<file path="src/rtl/mul_share_ctrl_if.sv">
`default_nettype none
// ============================================================================
// mul_share_ctrl_if : requester and response handshake bundle for mul_share_ctrl
// Revision: 1.0
// ============================================================================
interface mul_share_ctrl_if #(
  parameter int NREQ  = 4,
  parameter int WIDTH = 8,
  parameter int IDW   = 2
);
  logic [NREQ-1:0]       req_valid;
  logic [NREQ-1:0]       req_ready;
  logic [NREQ*WIDTH-1:0] req_src1;
  logic [NREQ*WIDTH-1:0] req_src2;
  logic                  rsp_valid;
  logic                  rsp_ready;
  logic [IDW-1:0]        rsp_id;
  logic [2*WIDTH-1:0]    rsp_result;

  modport master (
    output req_valid, req_src1, req_src2, rsp_ready,
    input  req_ready, rsp_valid, rsp_id, rsp_result
  );

  modport slave (
    input  req_valid, req_src1, req_src2, rsp_ready,
    output req_ready, rsp_valid, rsp_id, rsp_result
  );
endinterface
`default_nettype wire

</file>
<file path="src/rtl/mul_share_ctrl.sv">
`default_nettype none
// ============================================================================
// mul_share_ctrl : round-robin arbiter sharing one shift-add multiplier
// Revision: 1.0
// ============================================================================
module mul_share_ctrl #(
  parameter int NREQ  = 4,
  parameter int WIDTH = 8,
  parameter int IDW   = 2
) (
  input  logic            CLK_in,
  input  logic            RST_n,
  mul_share_ctrl_if.slave bus,
  output logic            busy
);

  localparam int                 c_PW      = 2 * WIDTH;
  localparam int                 c_CNT_W   = (WIDTH > 1) ? $clog2(WIDTH) : 1;
  localparam logic [c_CNT_W-1:0] c_LAST    = c_CNT_W'(WIDTH - 1);
  localparam logic [IDW-1:0]     c_LAST_ID = IDW'(NREQ - 1);

  typedef enum logic [1:0] {
    S_IDLE = 2'd0,
    S_RUN  = 2'd1,
    S_DONE = 2'd2
  } state_t;

  state_t             r_state;
  logic [IDW-1:0]     r_rr_ptr;
  logic [IDW-1:0]     r_id;
  logic [c_CNT_W-1:0] r_count;
  logic [c_PW-1:0]    r_mcand;
  logic [WIDTH-1:0]   r_mplier;
  logic [c_PW-1:0]    r_acc;
  logic               r_rsp_valid;
  logic [IDW-1:0]     r_rsp_id;
  logic [c_PW-1:0]    r_rsp_result;
  logic               r_busy;

  logic               w_found;
  logic [IDW-1:0]     w_winner;
  logic [IDW-1:0]     w_idx;
  logic [NREQ-1:0]    w_grant;
  logic [WIDTH-1:0]   w_src1;
  logic [WIDTH-1:0]   w_src2;
  logic [c_PW-1:0]    w_acc_next;

  // Scan from the farthest offset down so the nearest valid requester to rr_ptr wins.
  always_comb begin
    w_found  = 1'b0;
    w_winner = '0;
    w_idx    = '0;
    for (int k = NREQ - 1; k >= 0; k--) begin
      w_idx = IDW'((int'(r_rr_ptr) + k) % NREQ);
      if (bus.req_valid[w_idx]) begin
        w_found  = 1'b1;
        w_winner = w_idx;
      end
    end
  end

  // Reset is folded in so requesters see no accept while RST_n is held low.
  always_comb begin
    w_grant = '0;
    if (RST_n && (r_state == S_IDLE) && w_found) begin
      w_grant = NREQ'(1) << w_winner;
    end
  end

  assign w_src1     = bus.req_src1[w_winner*WIDTH +: WIDTH];
  assign w_src2     = bus.req_src2[w_winner*WIDTH +: WIDTH];
  assign w_acc_next = r_mplier[0] ? (r_acc + r_mcand) : r_acc;

  always_ff @(posedge CLK_in or negedge RST_n) begin
    if (!RST_n) begin
      r_state      <= S_IDLE;
      r_rr_ptr     <= '0;
      r_id         <= '0;
      r_count      <= '0;
      r_mcand      <= '0;
      r_mplier     <= '0;
      r_acc        <= '0;
      r_rsp_valid  <= 1'b0;
      r_rsp_id     <= '0;
      r_rsp_result <= '0;
      r_busy       <= 1'b0;
    end else begin
      case (r_state)
        S_IDLE: begin
          if (w_found) begin
            r_mcand  <= {{WIDTH{1'b0}}, w_src1};
            r_mplier <= w_src2;
            r_id     <= w_winner;
            r_acc    <= '0;
            r_count  <= '0;
            r_rr_ptr <= (w_winner == c_LAST_ID) ? '0 : w_winner + 1'b1;
            r_busy   <= 1'b1;
            r_state  <= S_RUN;
          end
        end
        S_RUN: begin
          r_acc    <= w_acc_next;
          r_mplier <= r_mplier >> 1;
          r_mcand  <= r_mcand << 1;
          r_count  <= r_count + 1'b1;
          // Last bit is folded into the captured result on the same edge.
          if (r_count == c_LAST) begin
            r_rsp_valid  <= 1'b1;
            r_rsp_result <= w_acc_next;
            r_rsp_id     <= r_id;
            r_state      <= S_DONE;
          end
        end
        S_DONE: begin
          if (bus.rsp_ready) begin
            r_rsp_valid <= 1'b0;
            r_busy      <= 1'b0;
            r_state     <= S_IDLE;
          end
        end
        default: begin
          r_state <= S_IDLE;
        end
      endcase
    end
  end

  assign bus.req_ready  = w_grant;
  assign bus.rsp_valid  = r_rsp_valid;
  assign bus.rsp_id     = r_rsp_id;
  assign bus.rsp_result = r_rsp_result;
  assign busy           = r_busy;

endmodule
`default_nettype wire

</file>
<file path="src/flat_wrapper.sv">
// flat-port wrapper written by rule: the top's interface ports become plain ports
module mul_share_ctrl_flat 
#(
  parameter int NREQ  = 4,
  parameter int WIDTH = 8,
  parameter int IDW   = 2
)
  (CLK_in, RST_n, busy, bus_req_valid, bus_req_src1, bus_req_src2, bus_rsp_ready, bus_req_ready, bus_rsp_valid, bus_rsp_id, bus_rsp_result);
  mul_share_ctrl_if #(.NREQ(NREQ), .WIDTH(WIDTH), .IDW(IDW)) bus_i ();
  input  logic CLK_in;
  input  logic RST_n;
  output logic busy;
  input wire logic [$bits(bus_i.req_valid)-1:0] bus_req_valid;
  input wire logic [$bits(bus_i.req_src1)-1:0] bus_req_src1;
  input wire logic [$bits(bus_i.req_src2)-1:0] bus_req_src2;
  input wire logic [$bits(bus_i.rsp_ready)-1:0] bus_rsp_ready;
  output wire logic [$bits(bus_i.req_ready)-1:0] bus_req_ready;
  output wire logic [$bits(bus_i.rsp_valid)-1:0] bus_rsp_valid;
  output wire logic [$bits(bus_i.rsp_id)-1:0] bus_rsp_id;
  output wire logic [$bits(bus_i.rsp_result)-1:0] bus_rsp_result;
  assign bus_i.req_valid = bus_req_valid;
  assign bus_i.req_src1 = bus_req_src1;
  assign bus_i.req_src2 = bus_req_src2;
  assign bus_i.rsp_ready = bus_rsp_ready;
  assign bus_req_ready = bus_i.req_ready;
  assign bus_rsp_valid = bus_i.rsp_valid;
  assign bus_rsp_id = bus_i.rsp_id;
  assign bus_rsp_result = bus_i.rsp_result;
  mul_share_ctrl #(.NREQ(NREQ), .WIDTH(WIDTH), .IDW(IDW)) u_core (.CLK_in(CLK_in), .RST_n(RST_n), .bus(bus_i), .busy(busy));
endmodule
</file>
<file path="config.mk">
export PLATFORM = sky130hd
export DESIGN_NAME = mul_share_ctrl_flat
export DESIGN_NICKNAME = d
export VERILOG_FILES = /design/src/rtl/mul_share_ctrl_if.sv /design/src/rtl/mul_share_ctrl.sv /design/src/flat_wrapper.sv
export SDC_FILE = /design/constraint.sdc
export NUM_CORES = 1
export LEC_CHECK = 0
export BUFFER_PORTS_ARGS = -buffer_cell sky130_fd_sc_hd__buf_2
export CORE_AREA = 2 2 105 96
export DETAILED_ROUTE_END_ITERATION = 6
export DIE_AREA = 0 0 107 98
export PLACE_DENSITY = 0.75
export SLEW_MARGIN = 20
export SYNTH_ARGS = -nofsm -noshare
export SYNTH_HDL_FRONTEND = slang
export SYNTH_SLANG_ARGS = --single-unit
</file>
<file path="constraint.sdc">
create_clock -name CLK_in -period 2.2 [get_ports CLK_in]
set_input_delay 0.11 -clock CLK_in [delete_from_list [all_inputs] [get_ports CLK_in]]
set_output_delay 0.11 -clock CLK_in [all_outputs]
set_load 0.02 [all_outputs]
</file>
==> results of run 1 <==
-- cell families after synthesis --
group	count (synthesis)
mux	38
simple gates	124
buf+inv	36
flops	69
compound gates	133
xor+xnor	12
fa+ha+maj	22
-- sequential cells by signal, summed over array words and instances, names as in the netlist --
| signal | count |
|---|---|
| u_core.bus.rsp_id | 2 |
| u_core.bus.rsp_result | 16 |
| u_core.bus.rsp_valid | 1 |
| u_core.busy | 1 |
| u_core.r_acc | 16 |
| u_core.r_count | 3 |
| u_core.r_id | 2 |
| u_core.r_mcand | 16 |
| u_core.r_mplier | 8 |
| u_core.r_rr_ptr | 2 |
| u_core.r_state | 2 |
-- cells in the final DEF, fill, tap and decap left out, types with 4 or more instances in the layout --
cell / Yosys / routed
sky130_fd_sc_hd__dfrtp_1: 69 / 68
sky130_fd_sc_hd__a21o_1: 4 / 4
sky130_fd_sc_hd__nor2_1: 15 / 13
sky130_fd_sc_hd__buf_4: 0 / 52
sky130_fd_sc_hd__nand3_1: 13 / 13
sky130_fd_sc_hd__o21ai_0: 43 / 36
sky130_fd_sc_hd__o221ai_1: 14 / 14
sky130_fd_sc_hd__mux2i_1: 38 / 37
sky130_fd_sc_hd__a32o_1: 4 / 4
sky130_fd_sc_hd__buf_2: 3 / 94
sky130_fd_sc_hd__nand2_1: 71 / 70
sky130_fd_sc_hd__a22oi_1: 15 / 14
sky130_fd_sc_hd__xnor2_1: 9 / 6
sky130_fd_sc_hd__clkbuf_8: 1 / 10
sky130_fd_sc_hd__a21oi_1: 24 / 19
sky130_fd_sc_hd__ha_1: 21 / 19
sky130_fd_sc_hd__inv_1: 8 / 8
sky130_fd_sc_hd__o21ai_1: 0 / 7
sky130_fd_sc_hd__and3_1: 8 / 8
sky130_fd_sc_hd__a21oi_2: 0 / 5
-- metal layers --
layer / wire length, um / global-route usage, % / vias up
met3: 528 / 4.339 / 13
met1: 4932 / 29.19 / 1810
li1: - / - / 1855
met2: 5332 / 33.76 / 98
met5: 0 / 0 / -
met4: 109 / 5.594 / 0
-- power by group through the flow --
stage,logic [mW],registers [mW],clock network [mW]
after floorplan,2.75,2.31,0
after global placement,4.10,2.20,0
after detailed placement,4.20,2.23,0
after CTS,4.50,2.21,1.07
after global routing,5.23,2.28,1.12
final,4.76,2.22,1.05
-- area by class of cell --
cell class                      count  area share [%]
Tap cell                          126           2.886
Inverter                            9          0.6184
Timing Repair Buffer              150           17.11
Multi-Input combinational cell    329           44.11
Clock buffer                       10           2.519
Clock inverter                      5           1.122
Sequential cell                    69           31.63
-- worst max-delay path, stage by stage (launching register included) --
cell                        delay, ps
sky130_fd_sc_hd__dfrtp_1          390
sky130_fd_sc_hd__ha_1             330
sky130_fd_sc_hd__a211o_1          320
sky130_fd_sc_hd__a2111oi_4        370
sky130_fd_sc_hd__nor4_2            80
sky130_fd_sc_hd__o211ai_2         180
sky130_fd_sc_hd__a211oi_2         100
sky130_fd_sc_hd__or3b_1           360
sky130_fd_sc_hd__a31oi_1          130
-- what timing repair did --
item,CTS,global route
setup endpoints to repair,20,27
gates cloned,1,0
hold buffers,1,0
setup buffers,3,7
endpoints found under the hold margin,1,0
pin swaps,18,9
gates resized for setup,21,11
-- worst max-delay path by stage --
| stage | start | endpoint | slack [ps] |
|---|---|---|---|
| 2_1_floorplan | u_core.r_mcand[1]$_DFFE_PN0P_ | u_core.bus.rsp_result[15]$_DFFE_PN0P_ | -120 |
| 3_3_place_gp | u_core.r_mcand[1]$_DFFE_PN0P_ | u_core.bus.rsp_result[15]$_DFFE_PN0P_ | -120 |
| 3_5_place_dp | u_core.r_mcand[1]$_DFFE_PN0P_ | u_core.bus.rsp_result[15]$_DFFE_PN0P_ | -170 |
| 4_1_cts | u_core.r_acc[1]$_DFFE_PN0P_ | u_core.bus.rsp_result[15]$_DFFE_PN0P_ | -170 |
| 5_1_grt | u_core.r_acc[1]$_DFFE_PN0P_ | u_core.bus.rsp_result[9]$_DFFE_PN0P_ | -280 |
| 6_report | u_core.r_acc[1]$_DFFE_PN0P_ | u_core.bus.rsp_result[15]$_DFFE_PN0P_ | -140 |
-- metrics by stage --
step | util, % | std cells | setup TNS [ps] | hold WS [ps]
finish | 57.58 | 698 | -1002 | 54.82
global route | 57.58 | 698 | -2775 | 83.14
CTS | 56.41 | 692 | -1198 | 40.26
detailed placement | 52.80 | 672 | -1462 | 383.0
global placement | 52.80 | 672 | -849.4 | 381.4
floorplan | - | 434 | -240.5 | -185.6
==> results.rst, run 1 <==
.. list-table::
   :header-rows: 1

   * - Metric
     - Value
   * - Vias in the first global route
     - 3627
   * - Number of synthesized flops with an enable pin
     - 0
   * - Synth area leaders
     - sky130_fd_sc_hd__dfrtp_1 (42%), sky130_fd_sc_hd__mux2i_1 (9.2%), sky130_fd_sc_hd__nand2_1 (6.4%)
   * - Kind of start point of the critical path
     - register
   * - Share of final-layout standard cells stronger than drive strength 1
     - about a third
   * - Core area
     - around 9500 sq um
   * - Routed length per instance
     - around 16 um
   * - CTS max path bufs
     - 2
   * - CTS buffer count
     - 9
   * - Setup violations, final
     - 13
   * - Syn-to-layout area delta
     - 32.02%
   * - Mean post-synth cell area
     - about 9.5 sq um
   * - Cell taking the most area after synthesis
     - sky130_fd_sc_hd__dfrtp_1
   * - Worst Hold End
     - u_core.r_mcand[0]$_DFFE_PN0P_
   * - Multi-input gate area
     - between 2000 and 2500 sq um
   * - Least-Margin Pin Slew
     - between 800 and 900 ps
   * - Final wirelength
     - between 10000 and 15000 um
   * - Area post-placement
     - roughly 5000 sq um
   * - Effective utilization at floorplan
     - a little over two fifths
   * - Yosys cell types
     - 53
   * - Logic gate share of total power
     - between 50 and 60%
   * - Arrival time at the worst endpoint
     - around 2600 ps
   * - Hold-critical path depth
     - 3
   * - Share of the synthesized area in the top cell type
     - between 40% and 50%
   * - Cell count after synthesis
     - between 400 and 500
   * - Sequential element share of the synthesized area
     - around two fifths
   * - Post-synthesis register bit count
     - 69
   * - Placer's final routability congestion estimate
     - between 0.9 and 1
   * - Count of warnings emitted by yosys
     - 0
   * - Count of pins over their slew limit
     - 0
   * - Height of the die
     - 98 um
   * - PortBufs
     - 94
   * - Count of pins on the block boundary
     - 95
   * - Reg-to-reg setup timing slack
     - -140 ps
   * - Share of total power in the clock network
     - 13.1%
   * - Async set-or-reset flop fraction in the synthesized netlist
     - 100.0%
   * - Fraction of the mapped netlist area in compound gates
     - between 20% and 30%
   * - Power consumption
     - 8.026 mW
   * - Net switching share of the total power
     - a little over two fifths
   * - Total GRT Usage
     - about a fifth
   * - Worst R2R End
     - u_core.bus.rsp_result[15]$_DFFE_PN0P_
   * - Post-DP HPWL
     - 7756 um
   * - Xor and xnor fraction of the mapped netlist area
     - between 2 and 3%
   * - Root buffer cell
     - sky130_fd_sc_hd__clkbuf_8
   * - Standby leakage power
     - between 2 and 3 nW
   * - First-iteration detailed-routing DRC count
     - approximately 200
   * - Setup WS pre-CTS
     - -168.5 ps
   * - Adder and majority cell fraction of the synthesized area
     - about 7%
   * - Worst clock skew on the final layout
     - between 8 and 9 ps
   * - Pwr/cell area
     - 1469 nW/um^2
   * - Maximum fanout along the worst path
     - 3
   * - Number of H-tree levels
     - 3
   * - Top cell types by occurrence after synthesis
     - sky130_fd_sc_hd__nand2_1 (71), sky130_fd_sc_hd__dfrtp_1 (69), sky130_fd_sc_hd__o21ai_0 (43), sky130_fd_sc_hd__mux2i_1 (38), sky130_fd_sc_hd__a21oi_1 (24)
   * - Vias
     - between 3k and 4k
   * - Post-Synthesis Net Count
     - 527
   * - NumNets Final
     - ~660
   * - Placement Rows
     - 34
   * - Number of vias per cell after detailed routing
     - 5.410
   * - Fmax achieved
     - approximately 430 MHz
   * - Design internal power
     - ~4.5 mW
   * - Element type at the critical path end
     - register
   * - Hold crit path type
     - primary input to register
   * - Storage element area
     - ~1700 sq um
   * - Post-route standard cell area excluding fillers
     - ~5500 sq um
   * - Basic-gate share of the synthesized area counting and, or, nand and nor cells
     - a little over an eighth
   * - Antenna violations before repair
     - 0
   * - Global-route congestion overflow total
     - 0
   * - Number of violations of the max-capacitance limit
     - 0
   * - Mux share of post-synthesis cell area
     - between 9 and 10%
   * - Worst path required time
     - around 2500 ps
   * - Clock period minus worst slack
     - ~2300 ps
   * - Die width
     - 107 um
   * - Clock transition at the register clock pins on the worst setup and hold paths after CTS
     - approximately 70 ps
   * - Violations in the final reports
     - setup timing
   * - Final setup slack of the worst path
     - -140.1 ps
   * - Antenna Diode Count
     - 0
   * - First-pass GRT wire length
     - 17570 um
   * - Post-Synthesis Cell Area
     - roughly 4100 sq um
   * - Largest vdd supply drop
     - around 0.63 mV
   * - Fillers
     - 828
   * - Clock Latency Late Sink
     - between 300 and 400 ps
   * - Number of detailed-route iterations in the first pass
     - 4
   * - Area enclosed by the die boundary
     - 10490 sq um
   * - Clock tree from TritonCTS
     - done
   * - TritonCTS sink count
     - 69
   * - Start point of the worst min-delay path
     - bus_req_src1[16]
   * - Total DRC errors in the routed layout
     - 0
   * - Worst max-slew margin expressed relative to the limit
     - ~43%
   * - Top_reg_cell synth
     - sky130_fd_sc_hd__dfrtp_1
   * - Flop pwr share
     - roughly 28%
   * - Largest net degree at the start of global routing
     - 70
   * - Number of cells on the worst reg-to-reg path
     - 8
   * - Final Hold Viols
     - 0
   * - Combinational family with the most area after synthesis
     - compound AO/OA/AOI/OAI gates
   * - Switching power total
     - 3.495 mW
   * - Post-route ant nets
     - 0
   * - Dominant cell by count in the synthesized netlist
     - sky130_fd_sc_hd__nand2_1
   * - Status
     - finished, violations left
   * - Final period util
     - 106.4%
   * - Critical Setup Path Class
     - register to register
   * - Launch point of the worst reg-to-reg path
     - u_core.r_acc[1]$_DFFE_PN0P_
   * - Setup repair after global routing missed its margin
     - yes
No activity file was read; power rests on OpenSTA's default activity.
==> run 2: changes to the inputs <==
Settings changed: BUFFER_PORTS_ARGS -buffer_cell sky130_fd_sc_hd__buf_2 to -buffer_cell sky130_fd_sc_hd__clkbuf_2, CTS_BUF_LIST from default to sky130_fd_sc_hd__clkbuf_8 sky130_fd_sc_hd__clkbuf_16, PLACE_DENSITY 0.75 to 0.72.
Clock period 2.2 ns to 3 ns, I/O delays scaled along.
==> run 2 against run 1 <==
Against the previous run:
- the flow now finishes without violations
- clock skew grew 4.7 ps
- global-route usage shrank 1.8 points
- maximum frequency shrank 11%
- clock power shrank 20%
- first-iteration DRC count grew 21%
- critical endpoint is now u_core.bus.rsp_result[12]$_DFFE_PN0P_
- combinational power shrank 44%
- design area shrank 9.3%
- sequential power shrank 26%
- largest power group unchanged
- setup slack gained 510 ps
- sequential cell count is the same
- die area is the same
- critical path depth grew 1
- highest routed layer unchanged
- critical path type unchanged
==> results.rst, run 2 (synthesis results as in run 1) <==
.. list-table::
   :header-rows: 1

   * - Metric
     - Value
   * - Worst R2R End
     - u_core.bus.rsp_result[12]$_DFFE_PN0P_
   * - First-pass GRT wire length
     - 16130 um
   * - Critical Setup Path Class
     - register to register
   * - First-iteration detailed-routing DRC count
     - 243
   * - Cell-by-cell trace of the critical path
     - ha_1 -> fa_1 -> a21o_2 -> a221oi_1 -> o211ai_1 -> a31oi_1 -> xnor2_1 -> mux2i_1 -> o21ai_0
   * - Share of final-layout standard cells stronger than drive strength 1
     - between 20 and 25%
   * - Number of detailed-route iterations in the first pass
     - 4
   * - Total GRT Usage
     - 19.27%
   * - Placement Rows
     - 34
   * - PortBufs
     - 94
   * - Post-DP HPWL
     - between 7000 and 8000 um
   * - Slowest stage cell on the critical path
     - sky130_fd_sc_hd__fa_1
   * - Final Hold Viols
     - 0
   * - Logic gate share of total power
     - between 50% and 60%
   * - Worst path required time
     - between 3000 and 4000 ps
   * - Final Util
     - between 50% and 60%
   * - Pwr/cell area
     - 1041 nW/um^2
   * - Post-route ant nets
     - 0
   * - NumNets Final
     - 617
   * - Largest vdd supply drop
     - 0.5397 mV
   * - Final wirelength
     - ~10000 um
   * - Worst clock skew on the final layout
     - between 10 and 15 ps
   * - Design internal power
     - between 2 and 3 mW
   * - Core area
     - roughly 9500 sq um
   * - Total negative setup slack
     - 0 ps
   * - Effective utilization at floorplan
     - around 44%
   * - Routed length per instance
     - between 15 and 20 um
   * - Share of total power in the clock network
     - 16.4%
   * - Status
     - finished clean
   * - Number of cells on the worst reg-to-reg path
     - 9
   * - Maximum fanout along the worst path
     - 3
   * - TritonCTS sink count
     - 69
   * - Clock Latency Late Sink
     - 340 ps
   * - Count of pins over their slew limit
     - 0
   * - Vias in the first global route
     - 3425
   * - Vias
     - 3605
   * - Placer's final routability congestion estimate
     - around 0.94
   * - CTS buffer count
     - 9
   * - Net switching share of the total power
     - a little over two fifths
   * - Maximum cell stage delay along the critical path
     - about 420 ps
   * - Clock period minus worst slack
     - about 2600 ps
   * - Reg-to-reg setup timing slack
     - about 370 ps
   * - Arrival time at the worst endpoint
     - between 2000 and 3000 ps
   * - Launch point of the worst reg-to-reg path
     - u_core.r_acc[0]$_DFFE_PN0P_
   * - Fin Hold WS
     - approximately 65 ps
   * - Largest net degree at the start of global routing
     - between 60 and 70
   * - Clock transition at the register clock pins on the worst setup and hold paths after CTS
     - about 80 ps
   * - Power consumption
     - 5.157 mW
   * - Root buffer cell
     - sky130_fd_sc_hd__clkbuf_8
   * - Count of pins on the block boundary
     - between 90 and 100
   * - Placed Instances
     - about 640
   * - Syn-to-layout area delta
     - 19.69%
   * - Antenna Diode Count
     - 0
   * - CTS max path bufs
     - 2
   * - Fmax achieved
     - between 300 and 400 MHz
   * - Total DRC errors in the routed layout
     - 0
   * - Area enclosed by the die boundary
     - 10490 sq um
   * - Global-route congestion overflow total
     - 0
   * - Worst Hold End
     - u_core.r_state[1]$_DFFE_PN0P_
   * - Hold-critical path depth
     - 4
   * - Number of H-tree levels
     - 3
   * - Least-Margin Pin Slew
     - 850.2 ps
   * - Clock tree from TritonCTS
     - done
   * - Flop pwr share
     - 31.7%
   * - Hold crit path type
     - primary input to register
   * - Finished Layout Cells
     - around 660
   * - Setup violations, final
     - 0
   * - Switching power total
     - between 2 and 2.5 mW
   * - Height of the die
     - ~100 um
   * - Worst max-slew margin expressed relative to the limit
     - 43.32%
   * - Antenna violations before repair
     - 0
   * - Final period util
     - just under 90%
   * - Number of vias per cell after detailed routing
     - between 5 and 6
   * - Number of setup buffers added after CTS
     - 0
   * - Element type at the critical path end
     - register
   * - Setup repair after global routing missed its margin
     - no
   * - Fillers
     - between 800 and 900
   * - Commonest non-fill, non-tap cells in the layout
     - sky130_fd_sc_hd__clkbuf_2 (93), sky130_fd_sc_hd__nand2_1 (71), sky130_fd_sc_hd__dfrtp_1 (69)
   * - Standby leakage power
     - ~2.5 nW
   * - Kind of start point of the critical path
     - register
   * - Most common cell after layout, fill and taps aside
     - sky130_fd_sc_hd__clkbuf_2
   * - Number of violations of the max-capacitance limit
     - 0
   * - Start point of the worst min-delay path
     - bus_rsp_ready
   * - Die width
     - about 110 um
run 2: critical path: cells and delay by family, from the launching register on:
kind	cells	cell delay, ps
AOI/OAI and AO/OA	5	1210
xor gates and xnor gates	1	160
adders and majority gates	2	680
DFF	1	400
muxes	1	100
run 2: timing repair:
action | in CTS | in global routing
hold endpoints to repair | 1 | 0
resized for setup | 0 | 0
hold buffers | 1 | 0
run 2: layout make-up:
type | instances | area [sq um] | share of cell area [%]
clock buffer | 10 | 137.6 | 2.779
clock inverter | 6 | 87.58 | 1.769
inverter | 9 | 33.78 | 0.6822
multi-input combinational | 329 | 2246 | 45.35
sequential | 69 | 1727 | 34.87
tap | 126 | 157.7 | 3.183
timing repair buffer | 106 | 563.0 | 11.37
run 2: power by group through the flow:
stage	sequential [mW]	combinational [mW]	clock, mW
after floorplan	1.69	2.00	0
after global placement	1.63	2.59	0
after detailed placement	1.65	2.67	0
after CTS	1.63	2.69	0.869
after global routing	1.69	3.00	0.901
final	1.64	2.68	0.845
run 2: how the worst max path moves through the flow:
stage                                      startpoint                                     to  slack (ps)  depth (start not counted)
after CTS                 u_core.r_acc[0]$_DFFE_PN0P_  u_core.bus.rsp_result[12]$_DFFE_PN0P_         370                          9
after detailed placement  u_core.r_acc[0]$_DFFE_PN0P_  u_core.bus.rsp_result[12]$_DFFE_PN0P_         400                          9
after floorplan           u_core.r_acc[1]$_DFFE_PN0P_  u_core.bus.rsp_result[15]$_DFFE_PN0P_         590                          8
after global routing      u_core.r_acc[0]$_DFFE_PN0P_  u_core.bus.rsp_result[12]$_DFFE_PN0P_         200                          9
after global placement    u_core.r_acc[0]$_DFFE_PN0P_           u_core.r_acc[12]$_DFFE_PN0P_         480                          8
final                     u_core.r_acc[0]$_DFFE_PN0P_  u_core.bus.rsp_result[12]$_DFFE_PN0P_         370                          9
run 2: layer usage:
layer,track usage (%),vias up,wire [um]
met4,6.194,0,174
met3,4.072,19,530
li1,-,1773,-
met1,25.59,1703,4391
met5,0,-,0
met2,31.50,110,4920
run 2: through the flow:
| step | setup WS, ps | instance area [sq um] |
|---|---|---|
| finish | 366.4 | 4952 |
| global route | 197.7 | 4952 |
| CTS | 368.8 | 4952 |
| detailed placement | 395.7 | 4717 |
| global placement | 478.9 | 4717 |
| floorplan | 594.9 | 4138 |
